<file path="src/rtl/regfile_port_scheduler_if.sv">
// Bundle of the scheduler's requester, writeback and register-file signals.
// master = surrounding logic (decode, debug, writeback, registers); slave = scheduler.
interface regfile_port_scheduler_if;
  logic        fetch_req;
  logic [4:0]  fetch_rs1;
  logic [4:0]  fetch_rs2;
  logic        fetch_valid;
  logic [31:0] fetch_rs1_value;
  logic [31:0] fetch_rs2_value;
  logic        fetch_ack;
  logic        dbg_req;
  logic [4:0]  dbg_address;
  logic        dbg_valid;
  logic [31:0] dbg_value;
  logic        wb_valid;
  logic [4:0]  wb_rd;
  logic [31:0] wb_value;
  logic [4:0]  rf_read_address;
  logic [31:0] rf_read_value;
  logic [4:0]  rf_write_address;
  logic [31:0] rf_write_value;

  modport master (
    output fetch_req, fetch_rs1, fetch_rs2, fetch_ack,
    output dbg_req, dbg_address,
    output wb_valid, wb_rd, wb_value,
    output rf_read_value,
    input  fetch_valid, fetch_rs1_value, fetch_rs2_value,
    input  dbg_valid, dbg_value,
    input  rf_read_address, rf_write_address, rf_write_value
  );

  modport slave (
    input  fetch_req, fetch_rs1, fetch_rs2, fetch_ack,
    input  dbg_req, dbg_address,
    input  wb_valid, wb_rd, wb_value,
    input  rf_read_value,
    output fetch_valid, fetch_rs1_value, fetch_rs2_value,
    output dbg_valid, dbg_value,
    output rf_read_address, rf_write_address, rf_write_value
  );
endinterface

</file>
<file path="src/rtl/regfile_port_scheduler.sv">
// Shares the single read port of the 32x32 register file between operand fetch
// (rs1 then rs2) and a debug reader; writeback passes straight to the write port.
module regfile_port_scheduler (
  input  logic                     clock,
  input  logic                     reset,
  regfile_port_scheduler_if.slave  bus
);

  typedef enum logic [2:0] {
    S_IDLE       = 3'd0,
    S_FETCH_RS1  = 3'd1,
    S_FETCH_RS2  = 3'd2,
    S_FETCH_HOLD = 3'd3,
    S_DEBUG_READ = 3'd4
  } state_t;

  localparam logic LG_FETCH = 1'b0;
  localparam logic LG_DEBUG = 1'b1;

  state_t      state_q, state_d;
  logic [4:0]  rs1_l_q, rs1_l_d;
  logic [4:0]  rs2_l_q, rs2_l_d;
  logic [4:0]  dbg_l_q, dbg_l_d;
  logic [31:0] op1_q, op1_d;
  logic [31:0] op2_q, op2_d;
  logic [31:0] dbg_value_q, dbg_value_d;
  logic        fetch_valid_q, fetch_valid_d;
  logic        dbg_valid_q, dbg_valid_d;
  logic        last_grant_q, last_grant_d;
  logic        grant_fetch_s;
  logic        grant_dbg_s;
  logic [4:0]  rf_read_address_s;

  // A writeback to a nonzero address this cycle lands in the file at the next edge.
  function automatic logic wb_hit(input logic wb_v, input logic [4:0] wb_a, input logic [4:0] a);
    return wb_v && (wb_a == a) && (a != 5'd0);
  endfunction

  // Value the register will hold after the coming edge.
  function automatic logic [31:0] cap(input logic wb_v, input logic [4:0] wb_a,
                                      input logic [31:0] wb_d, input logic [31:0] rd_d,
                                      input logic [4:0] a);
    return wb_hit(wb_v, wb_a, a) ? wb_d : rd_d;
  endfunction

  // State and datapath registers.
  always_ff @(posedge clock or posedge reset) begin
    if (reset) begin
      state_q       <= S_IDLE;
      rs1_l_q       <= 5'd0;
      rs2_l_q       <= 5'd0;
      dbg_l_q       <= 5'd0;
      op1_q         <= 32'd0;
      op2_q         <= 32'd0;
      dbg_value_q   <= 32'd0;
      fetch_valid_q <= 1'b0;
      dbg_valid_q   <= 1'b0;
      last_grant_q  <= LG_DEBUG;
    end else begin
      state_q       <= state_d;
      rs1_l_q       <= rs1_l_d;
      rs2_l_q       <= rs2_l_d;
      dbg_l_q       <= dbg_l_d;
      op1_q         <= op1_d;
      op2_q         <= op2_d;
      dbg_value_q   <= dbg_value_d;
      fetch_valid_q <= fetch_valid_d;
      dbg_valid_q   <= dbg_valid_d;
      last_grant_q  <= last_grant_d;
    end
  end

  // Arbitration and next-state; on a tie the requester not served last wins.
  always_comb begin
    state_d       = state_q;
    grant_fetch_s = 1'b0;
    grant_dbg_s   = 1'b0;
    case (state_q)
      S_IDLE: begin
        if (bus.fetch_req && bus.dbg_req) begin
          if (last_grant_q == LG_DEBUG) begin
            grant_fetch_s = 1'b1;
          end else begin
            grant_dbg_s = 1'b1;
          end
        end else if (bus.fetch_req) begin
          grant_fetch_s = 1'b1;
        end else if (bus.dbg_req) begin
          grant_dbg_s = 1'b1;
        end else begin
          grant_fetch_s = 1'b0;
        end
        if (grant_fetch_s) begin
          state_d = S_FETCH_RS1;
        end else if (grant_dbg_s) begin
          state_d = S_DEBUG_READ;
        end else begin
          state_d = S_IDLE;
        end
      end
      S_FETCH_RS1: begin
        if (rs1_l_q == rs2_l_q) begin
          state_d = S_FETCH_HOLD;
        end else begin
          state_d = S_FETCH_RS2;
        end
      end
      S_FETCH_RS2:  state_d = S_FETCH_HOLD;
      S_FETCH_HOLD: begin
        if (bus.fetch_ack) begin
          state_d = S_IDLE;
        end else begin
          state_d = S_FETCH_HOLD;
        end
      end
      S_DEBUG_READ: state_d = S_IDLE;
      default:      state_d = S_IDLE;
    endcase
  end

  // Read-port steering, operand capture and snooping of held operands.
  always_comb begin
    rs1_l_d           = rs1_l_q;
    rs2_l_d           = rs2_l_q;
    dbg_l_d           = dbg_l_q;
    op1_d             = op1_q;
    op2_d             = op2_q;
    dbg_value_d       = dbg_value_q;
    last_grant_d      = last_grant_q;
    rf_read_address_s = 5'd0;
    case (state_q)
      S_IDLE: begin
        if (grant_fetch_s) begin
          rs1_l_d      = bus.fetch_rs1;
          rs2_l_d      = bus.fetch_rs2;
          last_grant_d = LG_FETCH;
        end else if (grant_dbg_s) begin
          dbg_l_d      = bus.dbg_address;
          last_grant_d = LG_DEBUG;
        end else begin
          last_grant_d = last_grant_q;
        end
      end
      S_FETCH_RS1: begin
        rf_read_address_s = rs1_l_q;
        op1_d = cap(bus.wb_valid, bus.wb_rd, bus.wb_value, bus.rf_read_value, rs1_l_q);
        if (rs1_l_q == rs2_l_q) begin
          op2_d = cap(bus.wb_valid, bus.wb_rd, bus.wb_value, bus.rf_read_value, rs1_l_q);
        end else begin
          op2_d = op2_q;
        end
      end
      S_FETCH_RS2: begin
        rf_read_address_s = rs2_l_q;
        op2_d = cap(bus.wb_valid, bus.wb_rd, bus.wb_value, bus.rf_read_value, rs2_l_q);
        if (wb_hit(bus.wb_valid, bus.wb_rd, rs1_l_q)) begin
          op1_d = bus.wb_value;
        end else begin
          op1_d = op1_q;
        end
      end
      S_FETCH_HOLD: begin
        if (wb_hit(bus.wb_valid, bus.wb_rd, rs1_l_q)) begin
          op1_d = bus.wb_value;
        end else begin
          op1_d = op1_q;
        end
        if (wb_hit(bus.wb_valid, bus.wb_rd, rs2_l_q)) begin
          op2_d = bus.wb_value;
        end else begin
          op2_d = op2_q;
        end
      end
      S_DEBUG_READ: begin
        rf_read_address_s = dbg_l_q;
        dbg_value_d = cap(bus.wb_valid, bus.wb_rd, bus.wb_value, bus.rf_read_value, dbg_l_q);
      end
      default: rf_read_address_s = 5'd0;
    endcase
    fetch_valid_d = (state_d == S_FETCH_HOLD);
    dbg_valid_d   = (state_q == S_DEBUG_READ);
  end

  assign bus.fetch_valid      = fetch_valid_q;
  assign bus.fetch_rs1_value  = op1_q;
  assign bus.fetch_rs2_value  = op2_q;
  assign bus.dbg_valid        = dbg_valid_q;
  assign bus.dbg_value        = dbg_value_q;
  assign bus.rf_read_address  = rf_read_address_s;
  assign bus.rf_write_address = bus.wb_valid ? bus.wb_rd : 5'd0;
  assign bus.rf_write_value   = bus.wb_value;

endmodule

</file>
<file path="src/flat_wrapper.sv">
// flat-port wrapper written by rule: the top's interface ports become plain ports
module regfile_port_scheduler_flat 
  (clock, reset, bus_fetch_req, bus_fetch_rs1, bus_fetch_rs2, bus_fetch_ack, bus_dbg_req, bus_dbg_address, bus_wb_valid, bus_wb_rd, bus_wb_value, bus_rf_read_value, bus_fetch_valid, bus_fetch_rs1_value, bus_fetch_rs2_value, bus_dbg_valid, bus_dbg_value, bus_rf_read_address, bus_rf_write_address, bus_rf_write_value);
  regfile_port_scheduler_if bus_i ();
  input  logic clock;
  input  logic reset;
  input wire logic [$bits(bus_i.fetch_req)-1:0] bus_fetch_req;
  input wire logic [$bits(bus_i.fetch_rs1)-1:0] bus_fetch_rs1;
  input wire logic [$bits(bus_i.fetch_rs2)-1:0] bus_fetch_rs2;
  input wire logic [$bits(bus_i.fetch_ack)-1:0] bus_fetch_ack;
  input wire logic [$bits(bus_i.dbg_req)-1:0] bus_dbg_req;
  input wire logic [$bits(bus_i.dbg_address)-1:0] bus_dbg_address;
  input wire logic [$bits(bus_i.wb_valid)-1:0] bus_wb_valid;
  input wire logic [$bits(bus_i.wb_rd)-1:0] bus_wb_rd;
  input wire logic [$bits(bus_i.wb_value)-1:0] bus_wb_value;
  input wire logic [$bits(bus_i.rf_read_value)-1:0] bus_rf_read_value;
  output wire logic [$bits(bus_i.fetch_valid)-1:0] bus_fetch_valid;
  output wire logic [$bits(bus_i.fetch_rs1_value)-1:0] bus_fetch_rs1_value;
  output wire logic [$bits(bus_i.fetch_rs2_value)-1:0] bus_fetch_rs2_value;
  output wire logic [$bits(bus_i.dbg_valid)-1:0] bus_dbg_valid;
  output wire logic [$bits(bus_i.dbg_value)-1:0] bus_dbg_value;
  output wire logic [$bits(bus_i.rf_read_address)-1:0] bus_rf_read_address;
  output wire logic [$bits(bus_i.rf_write_address)-1:0] bus_rf_write_address;
  output wire logic [$bits(bus_i.rf_write_value)-1:0] bus_rf_write_value;
  assign bus_i.fetch_req = bus_fetch_req;
  assign bus_i.fetch_rs1 = bus_fetch_rs1;
  assign bus_i.fetch_rs2 = bus_fetch_rs2;
  assign bus_i.fetch_ack = bus_fetch_ack;
  assign bus_i.dbg_req = bus_dbg_req;
  assign bus_i.dbg_address = bus_dbg_address;
  assign bus_i.wb_valid = bus_wb_valid;
  assign bus_i.wb_rd = bus_wb_rd;
  assign bus_i.wb_value = bus_wb_value;
  assign bus_i.rf_read_value = bus_rf_read_value;
  assign bus_fetch_valid = bus_i.fetch_valid;
  assign bus_fetch_rs1_value = bus_i.fetch_rs1_value;
  assign bus_fetch_rs2_value = bus_i.fetch_rs2_value;
  assign bus_dbg_valid = bus_i.dbg_valid;
  assign bus_dbg_value = bus_i.dbg_value;
  assign bus_rf_read_address = bus_i.rf_read_address;
  assign bus_rf_write_address = bus_i.rf_write_address;
  assign bus_rf_write_value = bus_i.rf_write_value;
  regfile_port_scheduler u_core (.clock(clock), .reset(reset), .bus(bus_i));
endmodule
</file>
<file path="config.mk">
export PLATFORM = sky130hd
export DESIGN_NAME = regfile_port_scheduler_flat
export DESIGN_NICKNAME = d
export VERILOG_FILES = /design/src/rtl/regfile_port_scheduler_if.sv /design/src/rtl/regfile_port_scheduler.sv /design/src/flat_wrapper.sv
export SDC_FILE = /design/constraint.sdc
export NUM_CORES = 1
export LEC_CHECK = 0
export CAP_MARGIN = 20
export CELL_PAD_IN_SITES_DETAIL_PLACEMENT = 0
export CELL_PAD_IN_SITES_GLOBAL_PLACEMENT = 2
export CORE_ASPECT_RATIO = 2
export CORE_MARGIN = 2
export CORE_UTILIZATION = 25
export DETAILED_ROUTE_END_ITERATION = 8
export GPL_ROUTABILITY_DRIVEN = 0
export PLACE_DENSITY = 0.75
export SETUP_SLACK_MARGIN = 0.05
export SLEW_MARGIN = 5
export SYNTH_ARGS = -nofsm -noshare
export SYNTH_HDL_FRONTEND = slang
export SYNTH_SLANG_ARGS = --single-unit
</file>
<file path="constraint.sdc">
create_clock -name clock -period 3.11 [get_ports clock]
set_input_delay 0.311 -clock clock [delete_from_list [all_inputs] [get_ports clock]]
set_output_delay 0.311 -clock clock [all_outputs]
set_load 0.03 [all_outputs]
</file>
== Yosys cells after proc, flatten, opt, wreduce, memory -nomap -nowiden ==
Index checks and enable logic that the tools add are counted.
Word-level totals
  input port bits: 90
  flip-flop bits (word level): 117
Operators by class
  equality and inequality tests: 12
  muxes and demuxes: 28
  bitwise logic cells: 1
  reductions and logical operators: 20
Operator list (count)
  32-bit two-way mux: 6
  32-bit case mux with 3 select lines: 1
  32-bit case mux with 2 select lines: 1
  5-bit == test: 4
  5-bit case mux with 3 select lines: 1
  5-bit nonzero test: 3
  1-bit two-way mux: 14
  3-bit case mux with 4 select lines: 1
  3-bit by 2-bit == test with 1-bit output (second input constant): 3
  1-bit logical AND: 7
  3-bit two-way mux: 2
  2-bit by 1-bit inequality test with 1-bit output (second input constant): 3
  2-bit AND reduction: 3
  3-bit AND reduction: 2
  5-bit two-way mux: 1
  2-bit nonzero test: 2
  3-bit by 1-bit == test with 1-bit output (second input constant): 1
  3-bit == test (second input constant): 1
  3-bit zero test: 1
  3-bit nonzero test: 1
  2-bit two-way mux: 1
  2-bit OR reduction: 1
  1-bit NOT: 1

== Longest topological paths before layout ==
  depth in word-level cells: 8
  mapped depth: 8

== Worst setup path before layout ==
No wires, ideal clock.
  kind: reg-to-reg
  start point: register u_core.rs1_l_q[1]
  end point: register u_core.op1_q[0], in the netlist u_core.bus.fetch_rs1_value[0]
  slack: 0.920 ns
  arrival time: 2.065 ns
  data required time: 2.985 ns
  stages on the path, launching flop included: 7
  cell sequence: dfrtp_1 xnor2_1 nand2_1 o31ai_2 buf_2 mux2_1 mux2_2
Between the ends
  cells in the longest elaborated chain, start to end: 5
Ends and longest elaborated chain
  start: declaration: line regfile_port_scheduler.sv:21  | logic [4:0] rs1_l_q, rs1_l_d;
  start signal: assignment: line regfile_port_scheduler.sv:61  | rs1_l_q <= rs1_l_d;
  5-bit == test: line regfile_port_scheduler.sv:36  | return wb_v && (wb_a == a) && (a != 5'd0);
  1-bit logical AND: line regfile_port_scheduler.sv:36
  1-bit logical AND (*): line regfile_port_scheduler.sv:36
  32-bit two-way mux / 2-bit by 1-bit inequality test with 1-bit output (equally long branches)
  32-bit case mux with 2 select lines / 2-bit AND reduction (equally long branches)
  end signal: assignment: line regfile_port_scheduler.sv:64  | op1_q <= op1_d;
  end: declaration: line regfile_port_scheduler.sv:24  | logic [31:0] op1_q, op1_d;
Every way passes the cells marked *; elsewhere a longest branch is shown, timed or not.
A chain may end at the register's enable or synchronous reset.

== Worst setup path in the final report ==
  start point: register u_core.state_q[2]
  end point: output port bus_rf_read_address[3]
Between the ends
  cells in the longest elaborated chain, start to end: 2
Ends and longest elaborated chain
  start: declaration: line regfile_port_scheduler.sv:20  | state_t state_q, state_d;
  start signal: assignment: line regfile_port_scheduler.sv:60  | state_q <= state_d;
  3-bit == test, or another cell as far along: line regfile_port_scheduler.sv:131  | case (state_q)
  5-bit case mux with 3 select lines (*): line regfile_port_scheduler.sv:131
  end: declaration: line flat_wrapper.sv:22  | output wire logic [$bits(bus_i.rf_read_address)-1:0] bus_rf_read_address;
Marks and branches as above.

==> metrics.txt <==
# TYPE chip_impl_metric gauge
chip_impl_info{name="status",value="finished clean"} 1
chip_impl_metric{name="number_of_storage_elements_in_the_synthesis_netlist",unit=""} 117
chip_impl_metric{name="number_of_global_route_vias_before_repair",unit=""} 5936
chip_impl_metric{name="grt_start_max_net_pins",unit=""} 62
chip_impl_info{name="hold_class",value="in -> async"} 1
chip_impl_metric{name="syn_to_final_growth",unit="%"} 47.0
chip_impl_metric{name="cts.clk_slew.worst_paths",unit="ps"} 50
chip_impl_metric{name="floorplan.core_area",unit="mm2"} 0.0270
chip_impl_metric{name="horizontal_extent_of_the_die",unit="um"} 121
chip_impl_metric{name="hpwl",unit="um"} 18700
chip_impl_metric{name="clkSinkCount",unit=""} 117
chip_impl_metric{name="drt_wl_total",unit="um"} 25500
chip_impl_info{name="kind_of_end_point_of_the_critical_path",value="primary output"} 1
chip_impl_metric{name="ys_seq_area_frac",unit=""} 0.426
chip_impl_metric{name="post-synth-top-area-fraction",unit=""} 0.422
chip_impl_metric{name="drcViolationCount",unit=""} 0
chip_impl_metric{name="synth_async_sr_flop_share",unit=""} 1.00
chip_impl_metric{name="finalHoldViolCount",unit=""} 0
chip_impl_metric{name="timing.final.crit_share",unit=""} 0.936
chip_impl_metric{name="core.rowCount",unit=""} 85
chip_impl_metric{name="placement.setup.worst_slack",unit="ps"} 231
chip_impl_metric{name="grt_antenna_before_repair",unit=""} 2
chip_impl_metric{name="drt_pre_antenna_iters",unit=""} 5
chip_impl_metric{name="count_of_antenna_violating_nets_left_after_detailed_routing",unit=""} 0
chip_impl_metric{name="netlist_instances",unit=""} 655
chip_impl_metric{name="grt_use_total",unit=""} 0.178
chip_impl_info{name="setup_repair_after_global_routing_missed_its_margin",value="false"} 1
chip_impl_metric{name="ctsLongestPathBuffers",unit=""} 2
chip_impl_metric{name="initial_utilization",unit=""} 0.255
chip_impl_metric{name="die_y",unit="um"} 239
chip_impl_metric{name="insertion_delay",unit="ps"} 440
chip_impl_info{name="top_cells_by_area_in_the_synthesized_netlist",value="dfrtp_1 (42%), mux2i_1 (9.3%), mux2_2 (7.7%)"} 1
chip_impl_metric{name="net_count_synth",unit=""} 745
chip_impl_metric{name="cp.arrival",unit="ps"} 2600
chip_impl_metric{name="irDropWorstVdd",unit="V"} 0.000497
chip_impl_metric{name="seq_power_share",unit=""} 0.259
chip_impl_metric{name="power.share.switching",unit=""} 0.424
chip_impl_metric{name="first_pass_grt_wire_length",unit="um"} 37600
chip_impl_metric{name="grt.overflow.total",unit=""} 0
chip_impl_metric{name="synth_cell_types",unit=""} 45
chip_impl_metric{name="cts_made_buffers",unit=""} 17
chip_impl_metric{name="place_inst",unit=""} 1180
chip_impl_metric{name="final.setup.worst_slack",unit="ps"} 199
chip_impl_metric{name="viasPerCell",unit=""} 4.80
chip_impl_metric{name="htree_num_levels",unit=""} 4
chip_impl_metric{name="design.die.area",unit="mm2"} 0.0289
chip_impl_metric{name="critical_path_required",unit="ps"} 2800
chip_impl_metric{name="power.clock.fraction",unit=""} 0.197
chip_impl_metric{name="report.final.setup_viol",unit=""} 0
chip_impl_metric{name="syn-cell-area",unit="mm2"} 0.00688
chip_impl_metric{name="finalMaxSlewViolations",unit=""} 0
chip_impl_info{name="synth-main-ff-cell",value="dfrtp_1"} 1
chip_impl_metric{name="synth-edff-count",unit=""} 0
chip_impl_metric{name="n_fill_cell",unit=""} 2748
chip_impl_metric{name="switchingPower",unit="mW"} 4.53
chip_impl_metric{name="worst_slew_margin_rel",unit=""} 0.499
chip_impl_metric{name="maxCapViolations",unit=""} 0
chip_impl_metric{name="hold_buffers",unit=""} 0
chip_impl_metric{name="power.internal",unit="mW"} 6.15
chip_impl_info{name="worstSetupStartpointType",value="flip-flop"} 1
chip_impl_metric{name="post-route-min-period",unit="ps"} 2910
chip_impl_metric{name="synth_area_per_cell",unit="um2"} 10.5
chip_impl_metric{name="fin_worst_skew",unit="ps"} 7.50
chip_impl_info{name="cts.root.buffer_cell",value="clkbuf_16"} 1
chip_impl_metric{name="detailroute.via_count",unit=""} 5819
chip_impl_metric{name="routed_wire_length_per_instance",unit="um"} 21.0
chip_impl_metric{name="p_leak",unit="nW"} 3.89
chip_impl_info{name="synth_top_area_cell",value="dfrtp_1"} 1
chip_impl_metric{name="instances_no_fill",unit=""} 1212
chip_impl_metric{name="layout-drive-gt1-share",unit=""} 0.183
chip_impl_metric{name="pwr-share-comb",unit=""} 0.544
chip_impl_metric{name="ios",unit=""} 230
chip_impl_metric{name="final_nets",unit=""} 941
chip_impl_metric{name="tightestPinTransition",unit="ps"} 751
chip_impl_metric{name="ys.warnings.count",unit=""} 0
chip_impl_metric{name="achievable-frequency",unit="MHz"} 343
chip_impl_metric{name="ff2ff_setup_slack",unit="ps"} 570
chip_impl_info{name="path_class",value="reg -> out"} 1
chip_impl_metric{name="post_cts_buffers",unit=""} 0
chip_impl_metric{name="path_max_fanout",unit=""} 10
chip_impl_metric{name="power.density_cell_area",unit="mW/mm2"} 1060
chip_impl_metric{name="cts_resized",unit=""} 0
chip_impl_metric{name="portBuffers",unit=""} 229
chip_impl_metric{name="fin_setup_tns",unit="ps"} 0
chip_impl_metric{name="drt_first_iter_violations",unit=""} 202
chip_impl_info{name="cts_tree",value="yes"} 1
## cell families after synthesis
| group | Yosys count | share of synthesized area |
|---|---|---|
| compound gates | 119 | 0.139 |
| mux | 143 | 0.223 |
| buf+inv | 117 | 0.0859 |
| flops | 117 | 0.426 |
| xor+xnor | 17 | 0.0217 |
| simple gates | 142 | 0.105 |
## critical path, stage by stage, from the launching register on
cell and delay (ps):
dfrtp_1 480, nor2b_1 440, a22oi_1 160, o21ai_0 330, clkdlybuf4s50_1 750
## path summary, 6_finish.rpt
| path | end | from | cells after the start |
|---|---|---|---|
| setup / recovery | bus_rf_read_address[3] | u_core.state_q[2] | 4 |
| setup reg to reg | u_core.bus.fetch_rs1_value[19] | u_core.rs1_l_q[1] | 6 |
| hold reg to reg | u_core.bus.fetch_rs1_value[24] | u_core.bus.fetch_rs1_value[24] | 1 |
| hold / removal | u_core.bus.dbg_value[16] | reset | 2 |
| max in group asynchronous | u_core.rs2_l_q[1] | reset | 3 |
| min in group clock | u_core.state_q[1] | bus_fetch_ack | 2 |
## cells in the final DEF, fill, tap and decap left out, drive strengths merged, types with 14 or more instances in the layout
cell type / netlist / routed
clkbuf: 31 / 20
a211o: 19 / 19
mux2: 79 / 79
dfrtp: 116 / 116
nor4: 20 / 20
o221a: 19 / 19
nor2: 55 / 55
inv: 33 / 32
or2: 14 / 14
clkdlybuf4s50: 0 / 229
a221oi: 26 / 26
buf: 53 / 32
a21oi: 34 / 34
and3: 15 / 15
mux2i: 64 / 64
## per-layer routing
metal	track usage	wire length (um)	vias up
met5	0	0	-
met4	0.0728	709	0
met3	0.0313	798	35
met2	0.342	14800	146
met1	0.185	9180	2895
li1	-	-	2743
## power groups by stage
stage | combinational [mW] | clock, mW | sequential [mW]
floorplan | 2.36 | 0 | 3.80
global placement | 5.84 | 0 | 2.78
detailed placement | 5.88 | 0 | 2.78
CTS | 5.89 | 2.16 | 2.77
global route | 6.15 | 2.23 | 2.85
finish | 5.81 | 2.10 | 2.76
## flip-flops by register name, summed over array words and instances, names as in the netlist
| register | flops |
|---|---|
| u_core.dbg_l_q | 5 |
| u_core.state_q | 3 |
| u_core.bus.dbg_value | 32 |
| u_core.bus.dbg_valid | 1 |
| u_core.rs2_l_q | 5 |
| u_core.rs1_l_q | 5 |
| u_core.bus.fetch_rs2_value | 32 |
| u_core.bus.fetch_rs1_value | 32 |
| u_core.last_grant_q | 1 |
| u_core.bus.fetch_valid | 1 |
## cells in the mapped netlist (9+ instances only)
library cell and instances:
dfrtp_1 116, mux2i_1 64, nor2_1 55, mux2_2 47, buf_4 35, a21oi_1 33, inv_1 33, mux2_1 32
clkbuf_1 31, a221oi_1 26, nor4_1 20, a211o_1 19, o221a_2 19, buf_2 16, and3_1 15, or2_2 14
nand2_1 13, xnor2_1 9
## final cells by class
| cell class | count | area [um2] | share of cell area |
|---|---|---|---|
| well taps | 348 | 435 | 0.0431 |
| inverters | 33 | 128 | 0.0126 |
| multi-input cells | 421 | 3420 | 0.338 |
| clock inverters | 10 | 155 | 0.0153 |
| repair buffers | 261 | 2580 | 0.255 |
| clock buffers | 20 | 457 | 0.0452 |
| diodes | 2 | 5.00 | 0.000495 |
| flip-flops and latches | 117 | 2930 | 0.290 |
## per-stage QoR
step,instance area (um2),util,hold WS [ps],total power [mW]
2_1_floorplan,6880,-,416,6.16
3_3_place_gp,9490,0.351,488,8.62
3_5_place_dp,9490,0.351,493,8.66
4_1_cts,10100,0.374,181,10.8
5_1_grt,10100,0.374,208,11.2
6_report,10100,0.374,196,10.7
(Power assumes the default switching activity.)
